==> src/rtl/uart_pkg.sv <==
// Shared UART definitions: state encoding, default frame constants and a counter-width helper.
package uart_pkg;

    localparam int unsigned UART_DBIT    = 8;
    localparam int unsigned UART_OS      = 16;
    localparam int unsigned UART_SB_TICK = 16;

    localparam int unsigned STATE_W = 3;

    typedef enum logic [STATE_W-1:0] {
        ST_IDLE   = 3'd0,
        ST_START  = 3'd1,
        ST_DATA   = 3'd2,
        ST_PARITY = 3'd3,
        ST_STOP   = 3'd4
    } uart_state_e;

    // Bits needed to count 0..n-1, never less than one.
    function automatic int unsigned cnt_w(input int unsigned n);
        return (n <= 2) ? 1 : $clog2(n);
    endfunction

endpackage

==> src/rtl/uart_tx.sv <==
// UART transmitter: start bit, DBIT data bits LSB first, optional parity, stop period,
// paced by an external oversampling tick.
module uart_tx
    import uart_pkg::*;
#(
    parameter int unsigned DBIT       = UART_DBIT,
    parameter int unsigned OS         = UART_OS,
    parameter int unsigned SB_TICK    = UART_SB_TICK,
    parameter bit          PARITY_EN  = 1'b0,
    parameter bit          PARITY_ODD = 1'b0
) (
    input  logic            clk,
    input  logic            rst,
    input  logic            s_tick,
    input  logic            tx_start,
    input  logic [DBIT-1:0] din,
    output logic            busy,
    output logic            tx_done_tick,
    output logic            tx
);

    localparam int unsigned S_MAX = (OS > SB_TICK) ? OS : SB_TICK;
    localparam int unsigned S_W   = cnt_w(S_MAX);
    localparam int unsigned N_W   = cnt_w(DBIT);

    localparam logic [S_W-1:0] S_BIT_LAST  = S_W'(OS - 1);
    localparam logic [S_W-1:0] S_STOP_LAST = S_W'(SB_TICK - 1);
    localparam logic [N_W-1:0] N_LAST      = N_W'(DBIT - 1);

    uart_state_e     r_state, w_state_nxt;
    logic [S_W-1:0]  r_s, w_s_nxt;
    logic [N_W-1:0]  r_n, w_n_nxt;
    logic [DBIT-1:0] r_shift, w_shift_nxt;
    logic            r_par, w_par_nxt;
    logic            r_tx, w_tx_nxt;
    logic            r_busy;
    logic            r_done, w_done_nxt;

    always_ff @(posedge clk or negedge rst) begin
        if (!rst) begin
            r_state <= ST_IDLE;
            r_s     <= '0;
            r_n     <= '0;
            r_shift <= '0;
            r_par   <= 1'b0;
            r_tx    <= 1'b1;
            r_busy  <= 1'b0;
            r_done  <= 1'b0;
        end else begin
            r_state <= w_state_nxt;
            r_s     <= w_s_nxt;
            r_n     <= w_n_nxt;
            r_shift <= w_shift_nxt;
            r_par   <= w_par_nxt;
            r_tx    <= w_tx_nxt;
            r_busy  <= (w_state_nxt != ST_IDLE);
            r_done  <= w_done_nxt;
        end
    end

    always_comb begin
        w_state_nxt = r_state;
        w_s_nxt     = r_s;
        w_n_nxt     = r_n;
        w_shift_nxt = r_shift;
        w_par_nxt   = r_par;
        w_done_nxt  = 1'b0;
        w_tx_nxt    = 1'b1;

        case (r_state)
            ST_IDLE: begin
                // A tick coincident with acceptance is not part of the start bit.
                if (tx_start) begin
                    w_shift_nxt = din;
                    w_par_nxt   = (^din) ^ PARITY_ODD;
                    w_s_nxt     = '0;
                    w_state_nxt = ST_START;
                end
            end
            ST_START: begin
                if (s_tick) begin
                    if (r_s == S_BIT_LAST) begin
                        w_s_nxt     = '0;
                        w_n_nxt     = '0;
                        w_state_nxt = ST_DATA;
                    end else begin
                        w_s_nxt = r_s + S_W'(1);
                    end
                end
            end
            ST_DATA: begin
                if (s_tick) begin
                    if (r_s == S_BIT_LAST) begin
                        w_shift_nxt = {1'b0, r_shift[DBIT-1:1]};
                        w_s_nxt     = '0;
                        if (r_n == N_LAST) begin
                            w_state_nxt = PARITY_EN ? ST_PARITY : ST_STOP;
                        end else begin
                            w_n_nxt = r_n + N_W'(1);
                        end
                    end else begin
                        w_s_nxt = r_s + S_W'(1);
                    end
                end
            end
            ST_PARITY: begin
                if (s_tick) begin
                    if (r_s == S_BIT_LAST) begin
                        w_s_nxt     = '0;
                        w_state_nxt = ST_STOP;
                    end else begin
                        w_s_nxt = r_s + S_W'(1);
                    end
                end
            end
            ST_STOP: begin
                if (s_tick) begin
                    if (r_s == S_STOP_LAST) begin
                        w_state_nxt = ST_IDLE;
                        w_done_nxt  = 1'b1;
                    end else begin
                        w_s_nxt = r_s + S_W'(1);
                    end
                end
            end
            default: begin
                w_state_nxt = ST_IDLE;
            end
        endcase

        // Line level follows the state being entered so tx moves with the state edge.
        case (w_state_nxt)
            ST_START:  w_tx_nxt = 1'b0;
            ST_DATA:   w_tx_nxt = w_shift_nxt[0];
            ST_PARITY: w_tx_nxt = w_par_nxt;
            default:   w_tx_nxt = 1'b1;
        endcase
    end

    assign tx           = r_tx;
    assign busy         = r_busy;
    assign tx_done_tick = r_done;

endmodule

==> config.mk <==
export PLATFORM = sky130hd
export DESIGN_NAME = uart_tx
export DESIGN_NICKNAME = d
export VERILOG_FILES = /design/src/rtl/uart_pkg.sv /design/src/rtl/uart_tx.sv
export SDC_FILE = /design/constraint.sdc
export NUM_CORES = 1
export LEC_CHECK = 0
export ABC_AREA = 1
export CORE_ASPECT_RATIO = 1.25
export CORE_MARGIN = 5
export CORE_UTILIZATION = 27
export CTS_CLUSTER_DIAMETER = 40
export CTS_CLUSTER_SIZE = 20
export DETAILED_ROUTE_END_ITERATION = 16
export SKIP_LAST_GASP = 1
export SYNTH_ARGS = -nofsm -noshare
export SYNTH_HDL_FRONTEND = slang
export SYNTH_SLANG_ARGS = --single-unit
==> constraint.sdc <==
create_clock -name clk -period 2.25 [get_ports clk]
set_input_delay 0.675 -clock clk [delete_from_list [all_inputs] [get_ports clk]]
set_output_delay 0.675 -clock clk [all_outputs]
set_load 0.05 [all_outputs]
# After elaboration in Yosys (flattened, before gate mapping)
# Index checks and enable logic that the tools add are counted.
# classes
add_sub_neg,2
eq_ne,18
n_mux,33
n_reduce_logical,10
# ops
cell,n
2-to-1 mux 3 bit,15
2-to-1 mux 8 bit,3
2-to-1 mux 4 bit,5
"inequality test 2 bit, second input constant",8
one-hot mux 8 bit (2 select lines),1
one-hot mux 3 bit (5 select lines),1
"== test 3 x 2 -> 1 bit, second input constant",4
one-hot mux 4 bit (3 select lines),1
XOR reduction 8 bit,1
"== test 3 x 1 -> 1 bit, second input constant",2
"== test 3 bit, second input constant",2
one-hot mux 3 bit (2 select lines),1
AND reduction 6 bit,1
nonzero test 3 bit,2
2-to-1 mux 1 bit,5
AND reduction 5 bit,1
"adder 4 x 1 -> 4 bit, second input constant",1
"== test 4 bit, second input constant",1
AND reduction 4 bit,1
nonzero test 2 bit,2
"adder 3 x 1 -> 3 bit, second input constant",1
zero test 3 bit,1
one-hot mux 1 bit (3 select lines),1
OR reduction 3 bit,1
"inequality test 2 x 1 -> 1 bit, second input constant",1
# totals
register_bits,22
in_bits,12
word_cells,72

# Logic depth before layout (Yosys ltp)
# Gate-level depths: netlist of run 1.
# logic_depth
ltp_word,7
mapped_depth,11
ltp_nobuf,11

# Worst setup path before layout of run 1
# OpenSTA, ideal clock, no wires.
# synth_timing
kind,reg2reg
from,register r_s[0]
to,register r_s[2]
setup_ns,0.118
arrival_time_ns,1.326
slack_ns,0.806
path_stages_with_launch,9
cell_sequence,dfrtp_1 > ha_1 > nand3_2 > inv_2 > o21ai_0 > o21ai_2 > nor2_8 > o21a_1 > nor2_1
# synth_between
elab_chain_len,4
elab_cells_between_ends,9
classes_between,add/sub: 1; eq/ne: 2; mux: 5; reduce/logical: 1
# synth_rtl
element,line_no,source
"start, declared",uart_tx.sv:31,"logic [S_W-1:0] r_s, w_s_nxt;"
"start signal, assigned",uart_tx.sv:51,r_s <= w_s_nxt;
adder 4 x 1 -> 4 bit / == test 4 bit (equally long branches),--,
"2-to-1 mux 4 bit, on equally long branches",--,
"2-to-1 mux 4 bit, on equally long branches","uart_tx.sv:117, uart_tx.sv:107",
one-hot mux 4 bit (3 select lines),uart_tx.sv:70,case (r_state)
# Parallel ways exist; a longest one is shown, timed or not. The select of a mux whose other input is x is not followed.
# A chain may end at the register's enable or synchronous reset.

# Worst setup path in the final report of run 1
# layout_timing
from,"register r_busy, in the netlist busy"
to,output busy
# layout_lines
element,line_no,source
"start, declared",uart_tx.sv:36,logic r_busy;
"start signal, assigned",uart_tx.sv:56,r_busy <= (w_state_nxt != ST_IDLE);
"end, declared",uart_tx.sv:17,"output logic busy,"
# No word-level cell between the ends.

==> results_tabular.tex, run 1 <==
\begin{tabular}{lr}
\hline
Metric & Value \\
\hline
\multicolumn{2}{l}{\textbf{Cells and area}} \\
\quad Sequential cell area & 551.8 sq um \\
\quad Footprint of the multi-input gates & 699.4 sq um \\
\quad Proportion of layout cells with a drive suffix above 1 & 14.63\% \\
\quad Number of diodes & 0 \\
\quad Layout Cells excl Fill & 267 \\
\quad Area growth from synthesis to layout & 20.33\% \\
\quad Most common cell after layout, fill and taps aside & nand2\_1 \\
\quad Design area & 0.001644 sq mm \\
\quad Commonest cells after routing, fill and taps aside & nand2\_1 (66), inv\_1 (22), dfrtp\_1 (21) \\
\quad Count of nets after finishing & 221 \\
\quad Fill cell total of the finished layout & 543 \\
\multicolumn{2}{l}{\textbf{Power}} \\
\quad Leakage dissipation & 0.8619 nW \\
\quad Maximum VDD drop & 0.0003106 V \\
\quad Total power density per cell area & 863.0 mW/mm\^{}2 \\
\quad Final Power & 1.419 mW \\
\multicolumn{2}{l}{\textbf{Synthesis}} \\
\quad Number of enable-type register cells in the synthesized netlist & 0 \\
\quad Fraction of synthesized cell area taken by the top area cell type & 38.46\% \\
\quad Number of warnings issued by yosys & 0 \\
\quad Number of nets produced by synthesis & 201 \\
\quad Number of standard cells after synthesis & 186 \\
\quad Area contributors post-synth & dfrtp\_1 (38\%), nand2\_1 (18\%), inv\_1 (6.0\%) \\
\quad Cell Area, Synth & 0.001366 sq mm \\
\quad Proportion of synthesized chip area in sequential cells & 40.38\% \\
\quad Mean post-synth cell area & 7.346 sq um \\
\quad Number of synthesized register bits & 22 \\
\quad Top FF cell, synth & dfrtp\_1 \\
\quad Synth area leader & dfrtp\_1 \\
\quad Share of flip-flops with an asynchronous set or reset & 100.0\% \\
\quad Number of distinct library cells after synthesis & 29 \\
\multicolumn{2}{l}{\textbf{Clock tree}} \\
\quad CTS Hold Buffers Added & 0 \\
\quad Total CTS buffers & 3 \\
\quad Clock network latency to the later pin of the worst-skew pair & 260 ps \\
\quad Clock-pin slew on the worst setup and hold paths & 80 ps \\
\quad Post-CTS Setup Inserts & 0 \\
\quad \# clock sinks & 22 \\
\quad Clock root cell & clkbuf\_8 \\
\quad TritonCTS clock tree & built \\
\quad Number of H-tree branching levels & 1 \\
\quad Resize count post-CTS & 0 \\
\quad Maximum number of buffers from clock root to sink & 2 \\
\multicolumn{2}{l}{\textbf{Placement}} \\
\quad Port bufs & 14 \\
\quad Half-perimeter wire length after placement & 2.058 mm \\
\quad Routability-driven placement congestion ratio & 0.8422 \\
\quad Worst-case setup slack after placement & 119.6 ps \\
\quad Inst Count DP & 263 \\
\quad Total cell area at the placement stage & 0.001589 sq mm \\
\multicolumn{2}{l}{\textbf{Timing}} \\
\quad Fin. max-slew vios & 0 \\
\quad Worst-Margin Slew & 495.9 ps \\
\quad Final period utilization & 91.32\% \\
\quad RSZ-0062 raised after global routing & no \\
\quad Period minus WS final & 2055 ps \\
\quad Slack of the critical path & 195.3 ps \\
\quad Maximum frequency from static timing analysis & 486.7 MHz \\
\quad Max transition margin & 66.84\% \\
\quad Final setup fails & 0 \\
\quad Final hold violation count & 0 \\
\quad Worst clock skew on the final layout & 3.474 ps \\
\quad Total negative slack & 0 ps \\
\multicolumn{2}{l}{\textbf{Routing}} \\
\quad Sum of routed wire length over all layers & 2.628 mm \\
\quad Per-cell routed wire length & 9.843 microns \\
\quad Drt first pass iters & 4 \\
\quad Drt via density & 4.393 \\
\quad Total number of vias & 1173 \\
\quad Iter 0 DRT Violations & 39 \\
\quad Number of remaining DRC errors & 0 \\
\quad Antenna violation net count after detailed routing & 0 \\
\multicolumn{2}{l}{\textbf{Run}} \\
\quad Max-capacitance violation count & 0 \\
\multicolumn{2}{l}{\textbf{Worst setup path}} \\
\quad CP Cell Sequence & clkdlybuf4s50\_1 \\
\quad Slowest cell delay on critical path & 790 ps \\
\quad Endpoint required time on the critical path & 1570 ps \\
\quad Critical path launch point type & flip-flop \\
\quad CP Data Arrival Time & 1380 ps \\
\quad Slowest library cell on the worst path & clkdlybuf4s50\_1 \\
\quad Sort of element at the end of the critical path & primary output \\
\quad Number of buffers and inverters on the critical path & 1 \\
\quad Maximum net fanout on the critical path & 1 \\
\quad Critical path type & flip-flop to primary output \\
\quad Kind of cell with the highest combined delay on the critical path & buffers and inverters \\
\multicolumn{2}{l}{\textbf{Global routing}} \\
\quad First-pass GRT wire length & 4.643 mm \\
\quad Final global-route overflow total & 0 \\
\quad Combined global-route utilization of all metal layers & 9.236\% \\
\quad Pin count of the biggest net entering global routing & 23 \\
\quad Number of global-route vias before repair & 1107 \\
\quad Initial antenna violation count & 0 \\
\multicolumn{2}{l}{\textbf{Floorplanning}} \\
\quad CORE AREA & 0.005007 sq mm \\
\quad Number of rows created at floorplan & 29 \\
\quad Top-Level Pins & 15 \\
\quad Floorplan die area & 0.006592 sq mm \\
\quad Die Span Y & 89.54 microns \\
\quad Horizontal die dimension & 73.63 microns \\
\quad Effective utilization at floorplan & 27.29\% \\
\multicolumn{2}{l}{\textbf{Min path}} \\
\quad Class of the most critical hold timing path & flip-flop to flip-flop \\
\multicolumn{2}{l}{\textbf{Outcome}} \\
\quad Result of the run & complete, no violations \\
\hline
\end{tabular}
==> final cells by class <==
class | instances | area share (%)
well taps | 62 | 4.718
clock buffers | 4 | 3.349
flip-flops and latches | 22 | 33.56
multi-input cells | 134 | 42.54
inverters | 30 | 7.001
repair buffers | 15 | 8.828
==> per-layer routing <==
metal / vias to the layer above / part of all wire [%] / global-route usage (%)
met5: - / 0 / 0
met2: 17 / 47 / 15.08
met1: 525 / 46 / 10.70
met3: 6 / 4.3 / 1.912
met4: 0 / 2.8 / 6.425
li1: 625 / - / -
==> per-stage QoR <==
stage | hold slack [ps] | utilization [%]
finish | 476.3 | 32.83
global route | 495.6 | 32.83
CTS | 479.5 | 32.83
detailed placement | 459.2 | 31.73
global placement | 457.0 | 31.73
floorplan | 379.4 | -
==> worst paths after layout <==
kind                                 start  slack, ps  cells after the start         end
worst min-delay path            r_shift[1]        480                      2  r_shift[1]
worst min register to register  r_shift[1]        480                      2  r_shift[1]
min in group asynchronous              rst        750                      2      r_s[0]
worst max-delay path                  busy        200                      1        busy
max in group asynchronous              rst       1220                      2          tx
worst max register to register      r_s[0]        670                      8      r_s[2]
==> flip-flops by register name (all words and copies together), names as in the netlist <==
signal / flops
r_state: 3
busy: 1
r_shift: 8
tx_done_tick: 1
r_s: 4
r_n: 3
tx: 1
r_par: 1
==> report_power, final <==
| group | total [mW] | internal, mW | switching [mW] |
|---|---|---|---|
| logic | 0.514 | 0.197 | 0.316 |
| clock network | 0.285 | 0.156 | 0.129 |
| registers | 0.620 | 0.540 | 0.0798 |
| total | 1.42 | 0.894 | 0.525 |
==> cell usage after synthesis, types with 3 or more instances <==
| cell | count |
|---|---|
| a22oi_1 | 6 |
| nand3_1 | 13 |
| inv_1 | 22 |
| dfrtp_1 | 21 |
| o21ai_0 | 3 |
| nor2_2 | 5 |
| inv_2 | 7 |
| nand2_2 | 3 |
| ha_1 | 3 |
| nor2_1 | 11 |
| o21ai_1 | 7 |
| nand2_1 | 66 |
==> cells by family after synthesis <==
group,synth area share [%]
fa+ha+maj,2.748
xor+xnor,1.282
buf+inv,8.426
compound gates,12.91
simple gates,34.25
flops,40.38
No activity file was read; power rests on OpenSTA's default activity.
==> run 2, diff against run 1 <==
--- a/config.mk
+++ b/config.mk
@@ -6,6 +6,7 @@
 export NUM_CORES = 1
 export LEC_CHECK = 0
 export ABC_AREA = 1
+export CAP_MARGIN = 20
 export CORE_ASPECT_RATIO = 1.25
 export CORE_MARGIN = 5
 export CORE_UTILIZATION = 27
==> results of run 2 <==
Same layout as run 1: the final DEF is identical, and so are final timing and power.
